## src/rtl/mul16_seq.sv

```systemverilog
// Sequential 16x16 shift-and-add multiplier built around one 16-bit carry-lookahead adder.
// Define MUL16_SIGNED_EN for two's complement operands and product; default is unsigned.

module Adder16 (
   input  logic [15:0] A,
   input  logic [15:0] B,
   input  logic        Cin,
   output logic [15:0] Sum,
   output logic        Gx,
   output logic        Px,
   output logic        C14
);

   logic [15:0] g, p, c;
   logic [3:0]  gg, gp, cg;
   logic [2:0]  cc;

   // Carries into bit positions 1..3 of a 4-bit lookahead block.
   function automatic logic [2:0] cla3(input logic [3:0] gi, input logic [3:0] pi,
                                       input logic ci);
      logic [2:0] co;
      co[0] = gi[0] | (pi[0] & ci);
      co[1] = gi[1] | (pi[1] & gi[0]) | (pi[1] & pi[0] & ci);
      co[2] = gi[2] | (pi[2] & gi[1]) | (pi[2] & pi[1] & gi[0]) | (pi[2] & pi[1] & pi[0] & ci);
      return co;
   endfunction

   function automatic logic gen4(input logic [3:0] gi, input logic [3:0] pi);
      return gi[3] | (pi[3] & gi[2]) | (pi[3] & pi[2] & gi[1]) | (pi[3] & pi[2] & pi[1] & gi[0]);
   endfunction

   always_comb begin
      g = A & B;
      p = A ^ B;
      for (int i = 0; i < 4; i++) begin
         gg[i] = gen4(g[4*i +: 4], p[4*i +: 4]);
         gp[i] = &p[4*i +: 4];
      end
      cg = {cla3(gg, gp, Cin), Cin};
      c  = '0;
      for (int i = 0; i < 4; i++) begin
         cc           = cla3(g[4*i +: 4], p[4*i +: 4], cg[i]);
         c[4*i +: 4]  = {cc, cg[i]};
      end
      Sum = p ^ c;
      Gx  = gen4(gg, gp);
      Px  = &gp;
      C14 = c[15];
   end

endmodule

module mul16_seq (
   input  logic        clk,
   input  logic        rst_n,
   input  logic        Start,
   input  logic [15:0] A,
   input  logic [15:0] B,
   output logic        Busy,
   output logic        Done,
   output logic [31:0] P
);

   typedef enum logic [1:0] {StIdle, StRun, StDone} state_t;

   state_t      state_q, state_d;
   logic [15:0] mcand_q, mcand_d;
   logic [15:0] acc_q, acc_d;
   logic [15:0] q_q, q_d;
   logic [4:0]  cnt_q, cnt_d;
   logic [31:0] p_q, p_d;
   logic [15:0] sum;
   logic        carry;
   logic [15:0] a_op, b_op;
   logic [31:0] prod, prod_fix;

`ifdef MUL16_SIGNED_EN
   logic neg_q, neg_d;
   assign a_op     = A[15] ? (~A + 16'd1) : A;
   assign b_op     = B[15] ? (~B + 16'd1) : B;
   assign prod_fix = neg_q ? (~prod + 32'd1) : prod;
`else
   assign a_op     = A;
   assign b_op     = B;
   assign prod_fix = prod;
`endif

   // With Cin tied low the group generate is the adder's carry-out.
   Adder16 u_add (
      .A   (acc_q),
      .B   (mcand_q),
      .Cin (1'b0),
      .Sum (sum),
      .Gx  (carry),
      .Px  (),
      .C14 ()
   );

   // The carry is absorbed by the same-cycle shift, so no 17th accumulator bit is stored.
   assign prod = q_q[0] ? {carry, sum, q_q[15:1]} : {1'b0, acc_q, q_q[15:1]};

   always_comb begin
      state_d = state_q;
      mcand_d = mcand_q;
      acc_d   = acc_q;
      q_d     = q_q;
      cnt_d   = cnt_q;
      p_d     = p_q;
`ifdef MUL16_SIGNED_EN
      neg_d   = neg_q;
`endif
      unique case (state_q)
         StRun: begin
            acc_d = prod[31:16];
            q_d   = prod[15:0];
            cnt_d = cnt_q + 5'd1;
            if (cnt_q == 5'd15) begin
               state_d = StDone;
               p_d     = prod_fix;
            end
         end
         StIdle, StDone: begin
            if (Start) begin
               state_d = StRun;
               mcand_d = a_op;
               q_d     = b_op;
               acc_d   = '0;
               cnt_d   = '0;
`ifdef MUL16_SIGNED_EN
               neg_d   = A[15] ^ B[15];
`endif
            end else begin
               state_d = StIdle;
            end
         end
         default: state_d = StIdle;
      endcase
   end

   always_ff @(posedge clk) begin
      if (!rst_n) begin
         state_q <= StIdle;
         mcand_q <= '0;
         acc_q   <= '0;
         q_q     <= '0;
         cnt_q   <= '0;
         p_q     <= '0;
`ifdef MUL16_SIGNED_EN
         neg_q   <= 1'b0;
`endif
      end else begin
         state_q <= state_d;
         mcand_q <= mcand_d;
         acc_q   <= acc_d;
         q_q     <= q_d;
         cnt_q   <= cnt_d;
         p_q     <= p_d;
`ifdef MUL16_SIGNED_EN
         neg_q   <= neg_d;
`endif
      end
   end

   assign Busy = (state_q == StRun);
   assign Done = (state_q == StDone);
   assign P    = p_q;

endmodule

```

## config.mk

```make
export PLATFORM = sky130hd
export DESIGN_NAME = mul16_seq
export DESIGN_NICKNAME = d
export VERILOG_FILES = /design/src/rtl/mul16_seq.sv
export SDC_FILE = /design/constraint.sdc
export NUM_CORES = 1
export LEC_CHECK = 0
export BUFFER_PORTS_ARGS = -buffer_cell sky130_fd_sc_hd__buf_2
export CAP_MARGIN = 20
export CORE_AREA = 2 2 95 97
export CTS_CLUSTER_SIZE = 16
export DETAILED_ROUTE_END_ITERATION = 10
export DIE_AREA = 0 0 97 99
export GPL_TIMING_DRIVEN = 0
export PLACE_DENSITY_LB_ADDON = 0.2
export SETUP_SLACK_MARGIN = 0.2
export SLEW_MARGIN = 20
export SYNTH_ARGS = -nofsm -noshare
export SYNTH_HDL_FRONTEND = slang
export SYNTH_SLANG_ARGS = --single-unit
```

## constraint.sdc

```tcl
create_clock -name clk -period 6.5 [get_ports clk]
set_clock_uncertainty 0.15 [all_clocks]
set_input_delay 0.325 -clock clk [delete_from_list [all_inputs] [get_ports clk]]
set_output_delay 0.325 -clock clk [all_outputs]
set_load 0.01 [all_outputs]
```

==> flow_summary_export.csv, run 1 <==
group,metric,value,unit
global_routing,use_met3,3.12,%
timing,hold_viol,0,
synthesis,synthMuxAreaShare,5.12,%
clocking,postCtsSetupRepairBufs,0,
pwr,power_leakage,0.00224,uW
placement,io_buffers,67,
global_routing,grtUsageMet1,30.8,%
synthesis,synthCells,477,
floorplan,io_pins,69,
timing,slew_headroom,55.2,%
timing,slew_viol_final,0,
finish,nFillCells,825,
synthesis,synth-async-reset-ratio,0,%
timing,worst_pin_slew,0.672,ns
clocking,clk_latency,0.36,ns
timing,setup_viol,0,
global_routing,grt_pass1_vias,3571,
timing,fin_crit,2.87,ns
finish,nets,612,
critical_path,r2r_slack,3.64,ns
synthesis,synth_top_area_share,41.7,%
synthesis,yosysWarningCount,0,
clocking,h-tree-depth,3,
floorplan,core_area,8550,sq um
critical_path,critPathLaunchType,"flip-flop",
clocking,cts.sinks,87,
drt,via_count,3695,
synthesis,yosys-top-cells-count,"nand2_1, dfxtp_1, a21boi_0, clkbuf_1, a21oi_1",
drt,wl_per_cell,16.1,um
min_path,whs_path_depth,3,
synthesis,synth_edf_count,0,
synthesis,syn_avg_cell_area,8.76,sq um
critical_path,r2r-end,"acc_q[12]",
critical_path,cp.required,6.61,ns
clocking,cts_made_buffers,9,
critical_path,r2r-start,"mcand_q[1]",
finish,drive_gt1_share,16.4,%
critical_path,reg2reg_depth,12,
drt,via_per_inst,5.53,
critical_path,crit_type,"flip-flop to flip-flop",
pwr,peakVddDrop,0.118,mV
finish,final_util,56.9,%
synthesis,synthSimpleGateAreaFrac,17.3,%
floorplan,start_util,48.9,%
synthesis,ys_seq_area_share,41.7,%
min_path,holdCritPathClass,"input port to flip-flop",
synthesis,syn_area,4180,sq um
drt,first_pass_iters,5,
finish,syn_to_final_growth,16.5,%
placement,gp_congestion,0.915,
global_routing,grt-ovfl-total,0,
synthesis,syn_nets,534,
clocking,cts_buffer_depth,2,
floorplan,die_h,99,um
critical_path,cpMostUsedCell,"nor2_1",
clocking,post_cts_resized,0,
floorplan,die_x,97,um
floorplan,dieArea,9600,sq um
timing,min_period_over_period,44.1,%
synthesis,synth_flop_cell,"dfxtp_1",
critical_path,crit_path_cell_trace,"ha_1 -> a211o_1 -> a21oi_4 -> o31ai_4 -> nor3_1 -> nor2_1 -> fa_1 -> xnor2_1 -> nor2_1 -> a21oi_1 -> o21ai_0 -> and2_1",
global_routing,grt_max_degree,16,
placement,hpwl,7.85,mm
global_routing,met2_usage,38.3,%
global_routing,busiest_layer,"met2",
flow_run,maxCapViolations,0,
critical_path,cp-end-kind,"flip-flop",
drt,drt-initial-drc-count,173,
timing,timing.hold.ws,0.0612,ns
synthesis,synthXorXnorAreaFrac,1.89,%
clocking,root_buffer,"clkbuf_8",
clocking,path_clk_slew,0.09,ns
timing,max_freq,349,MHz
clocking,cts_tree,"built",
finish,diodes,0,
global_routing,grt_antenna_before_repair,0,
synthesis,synth.largest_area_cell,"dfxtp_1",
drt,ant_nets,0,
critical_path,cp_max_fo,5,
clocking,cts_hold_buf,0,
floorplan,row_count,34,
synthesis,synth_compound_area_share,23.1,%
run_status,status,"completed",
synthesis,synthAdderAreaFrac,7.31,%
synthesis,synth_top_family_by_area,"compound AO/OA/AOI/OAI gates",
timing,grt_setup_unrepaired,"false",
critical_path,cp_slowest_cell,"fa_1",
critical_path,critical-path-max-stage-delay,0.37,ns
timing,finalWorstSetupSlack,3.64,ns
critical_path,critPathArrivalTime,2.97,ns
timing,setup_tns,0,ns
pwr,power_density,231,nW/um^2
drt,drc,0,
global_routing,grt_pass1_wl,17.7,mm
min_path,hold_start,"A[4]",
drt,routed_wl,10.8,mm
synthesis,ys_ff_latch,87,
placement,preCtsSetupSlack,3.63,ns
synthesis,synth.area.top_cells,"dfxtp_1, nand2_1, a21boi_0",
synthesis,ys_types,42,
global_routing,grt_usage,23.0,%
synthesis,yosysMostFrequentCell,"nand2_1",
min_path,min_to,"mcand_q[4]",
## state kept, by name, summed over array words and instances (netlist names)
name	flops
P	32
acc_q	16
cnt_q	5
mcand_q	16
q_q	16
state_q	2
## through the flow
stage	instance area [sq um]	total power, uW	cells
3_3_place_gp	4650	708	652
2_1_floorplan	4180	668	477
6_report	4870	1130	668
3_5_place_dp	4650	712	652
5_1_grt	4870	1170	668
4_1_cts	4870	1130	668
## cell type report
cell class	instances	area, sq um	area share [%]
Clock buffer	10	128	2.62
Timing Repair Buffer	67	335	6.89
Inverter	8	30.0	0.617
Multi-Input combinational cell	351	2290	47.0
Tap cell	108	135	2.78
Buffer	31	119	2.44
Sequential cell	87	1740	35.8
Clock inverter	6	92.6	1.90
## placed cells by master (no fill, tap or decap), drive strengths merged, types with 4 or more instances in the layout
| master | count |
|---|---|
| nand2 | 108 |
| dfxtp | 87 |
| buf | 72 |
| clkbuf | 36 |
| a21boi | 35 |
| a21oi | 26 |
| nor2 | 20 |
| o211a | 20 |
| o21ai | 19 |
| mux2i | 18 |
| ha | 18 |
| nor2b | 13 |
| and2 | 11 |
| inv | 10 |
| xnor2 | 5 |
| a32o | 5 |
| a22oi | 5 |
| a21o | 5 |
| xor2 | 4 |
| fa | 4 |
## routing by layer
layer	up-vias	wire [um]
met3	17	659
met4	0	228
met5	-	0
met2	109	5150
met1	1764	4720
li1	1805	-
## critical path: cells and delay by family, from the launching register on
kind,cells,cell delay (ns)
compound gates,5,0.97
xor+xnor,1,0.17
fa+ha+maj,2,0.69
flops,1,0.34
simple gates,4,0.45
## worst max-delay path by stage
stage	from	slack, ns	to	cells after the start
floorplan	mcand_q[1]	3.95	acc_q[12]	12
global placement	acc_q[1]	3.71	acc_q[12]	12
detailed placement	mcand_q[1]	3.63	P[28]	12
CTS	mcand_q[1]	3.61	P[28]	12
global route	mcand_q[1]	3.45	acc_q[12]	12
finish	mcand_q[1]	3.64	acc_q[12]	12
## report_power, final
group	internal (uW)	switching, uW
clock network	219	205
registers	553	15.7
logic	52.6	80.3
## cells by family (layout without fill, tap and decap cells)
logic type / count (synthesis) / count (layout)
buffers and inverters: 39 / 122
flip-flops: 87 / 87
XOR/XNOR: 9 / 9
AO/OA/AOI/OAI: 132 / 132
adder cells (fa/ha/maj): 22 / 22
multiplexers: 21 / 21
AND/OR/NAND/NOR: 167 / 167
No activity file was read; power rests on OpenSTA's default activity.
==> run 2: changes to the inputs <==
- ABC_AREA: not set -> 1
- CORE_AREA: 2 2 95 97 -> 2 2 94 96
- DIE_AREA: 0 0 97 99 -> 0 0 96 98
- clock period: 6.5 -> 2.4 ns (I/O delays scaled with it)
==> run 2 against run 1 <==
Compared with the run above: sequential share of layout area decreased by 3.5 points; worst setup slack worse by 3.5 ns; via count up 8.5%; largest power group unchanged; count of clock-buffer cells in the layout did not move; register-to-register slack got worse by 3.5 ns; worst hold slack worse by 0.011 ns; clock power grew to 3.1 times the previous value; sequential power rose to 2.7 times the previous value; global-route usage grew 0.67 points; utilization up 7.3 points.
==> flow_summary_export.csv, run 2 <==
group,metric,value,unit
synthesis,yosysWarningCount,0,
flow_run,maxCapViolations,0,
finish,drive_gt1_share,25.3,%
timing,min_period_over_period,95.2,%
synthesis,synth.largest_area_cell,"dfxtp_1",
synthesis,syn_area,4110,sq um
global_routing,grt_max_degree,15,
drt,first_pass_iters,4,
drt,routed_wl,10.9,mm
synthesis,synth_edf_count,0,
finish,nets,723,
floorplan,dieArea,9410,sq um
min_path,whs_path_depth,3,
clocking,cts_tree,"built",
pwr,power_density,624,nW/um^2
synthesis,syn_nets,602,
floorplan,die_h,98,um
critical_path,cp-end-kind,"flip-flop",
critical_path,critPathLaunchType,"flip-flop",
synthesis,yosysMostFrequentCell,"nand2_1",
finish,final_cell_mix,"nand2_1, dfxtp_1, buf_2",
critical_path,r2r-end,"acc_q[7]",
global_routing,grt_pass1_vias,3791,
floorplan,core_area,8470,sq um
drt,ant_nets,0,
placement,dp.cells,721,
clocking,cts_buffer_depth,2,
timing,grt_setup_unrepaired,"true",
drt,drt-initial-drc-count,134,
floorplan,io_pins,69,
clocking,clk_latency,0.35,ns
timing,worst_pin_slew,0.636,ns
finish,syn_to_final_growth,32.4,%
timing,max_freq,438,MHz
synthesis,synth-async-reset-ratio,0,%
critical_path,crit_type,"flip-flop to flip-flop",
min_path,hold_start,"rst_n",
clocking,root_buffer,"clkbuf_8",
clocking,path_clk_slew,0.08,ns
critical_path,reg2reg_depth,10,
placement,gp_congestion,0.922,
finish,instances_no_fill,779,
min_path,min_to,"cnt_q[3]",
min_path,holdCritPathClass,"input port to flip-flop",
drt,via_per_inst,5.15,
clocking,cts_made_buffers,9,
global_routing,grt_usage,23.6,%
floorplan,start_util,48.6,%
synthesis,ys_ff_latch,87,
critical_path,critPathArrivalTime,2.42,ns
floorplan,row_count,34,
timing,finalWorstSetupSlack,0.116,ns
synthesis,syn_avg_cell_area,7.54,sq um
critical_path,cp_max_fo,4,
critical_path,r2r-start,"mcand_q[3]",
synthesis,yosys-top-cells-count,"nand2_1, dfxtp_1, nor2_1, o21ai_0, nand3_1",
placement,preCtsSetupSlack,-0.0402,ns
synthesis,synth.area.top_cells,"dfxtp_1, nand2_1, nor2_1",
pwr,power_leakage,0.00250,uW
global_routing,grt_pass1_wl,17.5,mm
placement,io_buffers,68,
finish,mostFrequentLayoutCell,"nand2_1",
synthesis,synth_top_area_share,42.4,%
drt,drc,0,
placement,hpwl,7.41,mm
floorplan,die_x,96,um
timing,slew_viol_final,0,
drt,via_count,4009,
synthesis,synth_flop_cell,"dfxtp_1",
timing,setup_viol,0,
timing,fin_crit,2.28,ns
drt,wl_per_cell,14.0,um
placement,placed_cell_area,4590,sq um
finish,final_cell_area,5440,sq um
pwr,total_power,3400,uW
synthesis,ys_seq_area_share,42.4,%
timing,hold_viol,0,
clocking,h-tree-depth,3,
timing,slew_headroom,57.6,%
global_routing,grt_antenna_before_repair,0,
synthesis,synthCells,545,
critical_path,cp.required,2.53,ns
pwr,peakVddDrop,0.352,mV
global_routing,grt-ovfl-total,0,
finish,diodes,0,
synthesis,ys_types,37,
run_status,status,"completed",
critical_path,r2r_slack,0.12,ns
clocking,cts.sinks,87,
finish,largest_reg_flops,32,
-- run 2: cell count changes after synthesis, sizes merged, moves of 13 or more --
cell	previous run	this run
o21ai	19	63
mux2i	18	3
a21boi	35	0
nand3	3	41
inv	8	43
nor2	20	73
clkbuf	26	13
o211a	20	0
a31oi	3	17
nor2b	13	0
-- run 2: critical path, cell delays in order (launching register included) --
cell and delay [ns]:
dfxtp_2 0.35, ha_4 0.23, or2_0 0.19, nand2_1 0.10, nand2_4 0.08, nand2_2 0.08, nand2_2 0.07, fa_2 0.54
mux2i_2 0.07, or2_4 0.23, a21oi_2 0.12
-- run 2: cells by family after synthesis --
group / synth area share, %
and+or+nand+nor: 25.4
xor gates and xnor gates: 1.28
muxes: 0.731
AOI/OAI and AO/OA: 14.9
adders and majority gates: 7.43
buffers and inverters: 7.98
DFF: 42.4
-- run 2: how the worst max path moves through the flow --
stage,startpoint,endpoint,cells past startpoint
detailed placement,acc_q[3],acc_q[11],11
finish,mcand_q[3],acc_q[7],10
global placement,acc_q[3],acc_q[11],11
floorplan,acc_q[3],acc_q[7],10
CTS,acc_q[11],acc_q[11],12
global route,mcand_q[3],acc_q[11],11
-- run 2: layout make-up --
type / instances / area (sq um)
buffer: 29 / 161
clock buffer: 10 / 128
clock inverter: 6 / 133
fill: 757 / 3030
inverter: 43 / 166
multi-input combinational: 386 / 2220
sequential: 87 / 1760
tap: 108 / 135
timing repair buffer: 110 / 736
-- run 2: layer usage --
metal | global-route usage [%] | vias up | wire (um)
met5 | 0 | - | 0
met4 | 7.25 | 0 | 193
met3 | 4.63 | 18 | 472
met2 | 40.7 | 101 | 5340
met1 | 29.4 | 1856 | 4870
li1 | - | 2034 | -
-- run 2: report_power, final --
part	total, uW	internal, uW	switching (uW)
Clock	1330	796	534
Combinational	503	225	278
Sequential	1560	1510	54.5
-- run 2: what timing repair did --
action,in CTS,in global routing
hold buffers,32,0
hold endpoints to repair,32,0
setup buffers,4,6
setup endpoints to repair,10,10
gates resized for setup,23,25
pin swaps,11,13
-- run 2: per-stage QoR --
step | hold WS, ns | util [%] | setup TNS, ns
2_1_floorplan | 0.130 | - | 0
3_5_place_dp | 0.227 | 54.2 | -0.0402
5_1_grt | 0.0490 | 64.3 | 0
4_1_cts | 0.0480 | 62.7 | 0
3_3_place_gp | 0.221 | 54.2 | 0
6_report | 0.0503 | 64.3 | 0
==> run 3: changes to the inputs <==
- SETUP_SLACK_MARGIN: 0.2 -> 0.4
==> run 3 against run 2 <==
Compared with the run above: wire length grew 6.9%; critical endpoint unchanged; worst hold slack better by 0.012 ns; global-route usage rose by 0.94 points; first-iteration DRC count is 120% higher; utilization grew 0.84 points; cell area grew 1.3%; critical path depth stayed put; final cell count grew 0.77%; clock power fell by 19%; flip-flop and latch count is the same; total power is 6.8% lower.
==> flow_summary_export.csv, run 3 (synthesis results as in run 2) <==
group,metric,value,unit
floorplan,start_util,48.6,%
placement,io_buffers,68,
timing,max_freq,442,MHz
global_routing,grt_pass1_vias,3851,
clocking,h-tree-depth,3,
critical_path,reg2reg_depth,10,
floorplan,die_x,96,um
clocking,clk_latency,0.36,ns
critical_path,critPathArrivalTime,2.40,ns
pwr,power_leakage,0.00256,uW
run_status,status,"completed",
clocking,cts_tree,"built",
timing,min_period_over_period,94.3,%
drt,via_per_inst,5.18,
timing,slew_headroom,55.4,%
min_path,min_to,"cnt_q[3]",
clocking,cts_buffer_depth,2,
pwr,power_density,574,nW/um^2
floorplan,die_h,98,um
finish,nFillCells,739,
finish,syn_to_final_growth,34.1,%
finish,mostFrequentLayoutCell,"nand2_1",
critical_path,r2r-start,"mcand_q[3]",
pwr,peakVddDrop,0.315,mV
clocking,root_buffer,"clkbuf_8",
clocking,cts.sinks,87,
drt,via_count,4069,
timing,worst_pin_slew,0.669,ns
critical_path,crit_type,"flip-flop to flip-flop",
global_routing,grt_max_degree,16,
critical_path,cp-end-kind,"flip-flop",
finish,final_cell_mix,"nand2_1, dfxtp_1, buf_2",
critical_path,r2r_slack,0.14,ns
critical_path,cp.required,2.54,ns
finish,largest_reg_flops,32,
timing,hold_viol,0,
timing,grt_setup_unrepaired,"true",
finish,nets,729,
floorplan,io_pins,69,
placement,gp_congestion,0.828,
drt,first_pass_iters,5,
drt,drc,0,
floorplan,dieArea,9410,sq um
finish,drive_gt1_share,28.1,%
finish,final_cell_area,5510,sq um
critical_path,critPathLaunchType,"flip-flop",
clocking,path_clk_slew,0.09,ns
global_routing,grt_antenna_before_repair,0,
min_path,holdCritPathClass,"input port to flip-flop",
finish,multi_input_area,2290,sq um
critical_path,cp_max_fo,4,
floorplan,row_count,34,
timing,slew_viol_final,0,
min_path,whs_path_depth,3,
global_routing,grt_pass1_wl,18.3,mm
global_routing,grt-ovfl-total,0,
drt,drt-initial-drc-count,293,
flow_run,maxCapViolations,0,
clocking,cts_made_buffers,9,
timing,setup_viol,0,
drt,wl_per_cell,14.8,um
timing,setup_tns,0,ns
finish,diodes,0,
min_path,hold_start,"rst_n",
finish,seq_area,1760,sq um
drt,ant_nets,0,
timing,fin_crit,2.26,ns
timing,timing.hold.ws,0.0620,ns
placement,placed_cell_area,4630,sq um
drt,routed_wl,11.6,mm
critical_path,r2r-end,"acc_q[7]",
global_routing,grt_usage,24.6,%
floorplan,core_area,8470,sq um
placement,hpwl,7.52,mm
-- run 3: power breakdown --
group	internal (uW)	leakage (uW)	total, uW	switching (uW)
Clock	516	0.000103	1080	566
Sequential	1510	0.000714	1570	56.1
Combinational	228	0.00175	516	288
-- run 3: area by class of cell --
class	instances	area share (%)
buffer	29	2.93
clock buffer	10	2.50
clock inverter	6	1.25
inverter	43	3.02
multi-input combinational	386	41.6
sequential	87	31.9
tap	108	2.45
timing repair buffer	116	14.4
-- run 3: what timing repair did --
action                                  in CTS  in global routing
endpoints found under the setup margin      13                 42
gates cloned                                 0                  0
buffers inserted                            10                  6
endpoints found under the hold margin       32                  0
hold buffers                                32                  0
pin swaps                                   20                 16
resized for setup                           20                 39
-- run 3: through the flow --
stage	utilization [%]	power (uW)	cells	setup WS (ns)
2_1_floorplan	-	1880	545	0.234
3_3_place_gp	54.7	2000	721	0.114
3_5_place_dp	54.7	2010	721	0.0554
4_1_cts	62.8	3140	779	0.140
5_1_grt	65.1	3300	785	0.0321
6_report	65.1	3160	785	0.136
-- run 3: how the worst max path moves through the flow --
stage	from	to	slack, ns	cells past startpoint
after floorplan	acc_q[3]	acc_q[7]	0.23	10
after global placement	acc_q[3]	acc_q[7]	0.11	10
after detailed placement	mcand_q[3]	acc_q[7]	0.06	10
after CTS	mcand_q[3]	acc_q[7]	0.14	10
after global routing	mcand_q[3]	acc_q[7]	0.03	10
final	mcand_q[3]	acc_q[7]	0.14	10
-- run 3: routing by layer --
layer	vias to the layer above	track usage, %	share of wire [%]
li1	2041	-	-
met1	1900	32.5	45
met2	112	40.8	50
met3	16	3.78	4.4
met4	0	7.58	1.2
met5	-	0	0
-- run 3: critical path: stages (launching register included) --
cell	delay, ns
dfxtp_2	0.34
ha_4	0.23
or2_0	0.19
nand2_1	0.12
nand2_4	0.10
nand2_2	0.08
nand2_2	0.05
fa_1	0.48
mux2i_1	0.09
or2_4	0.24
a21oi_2	0.12
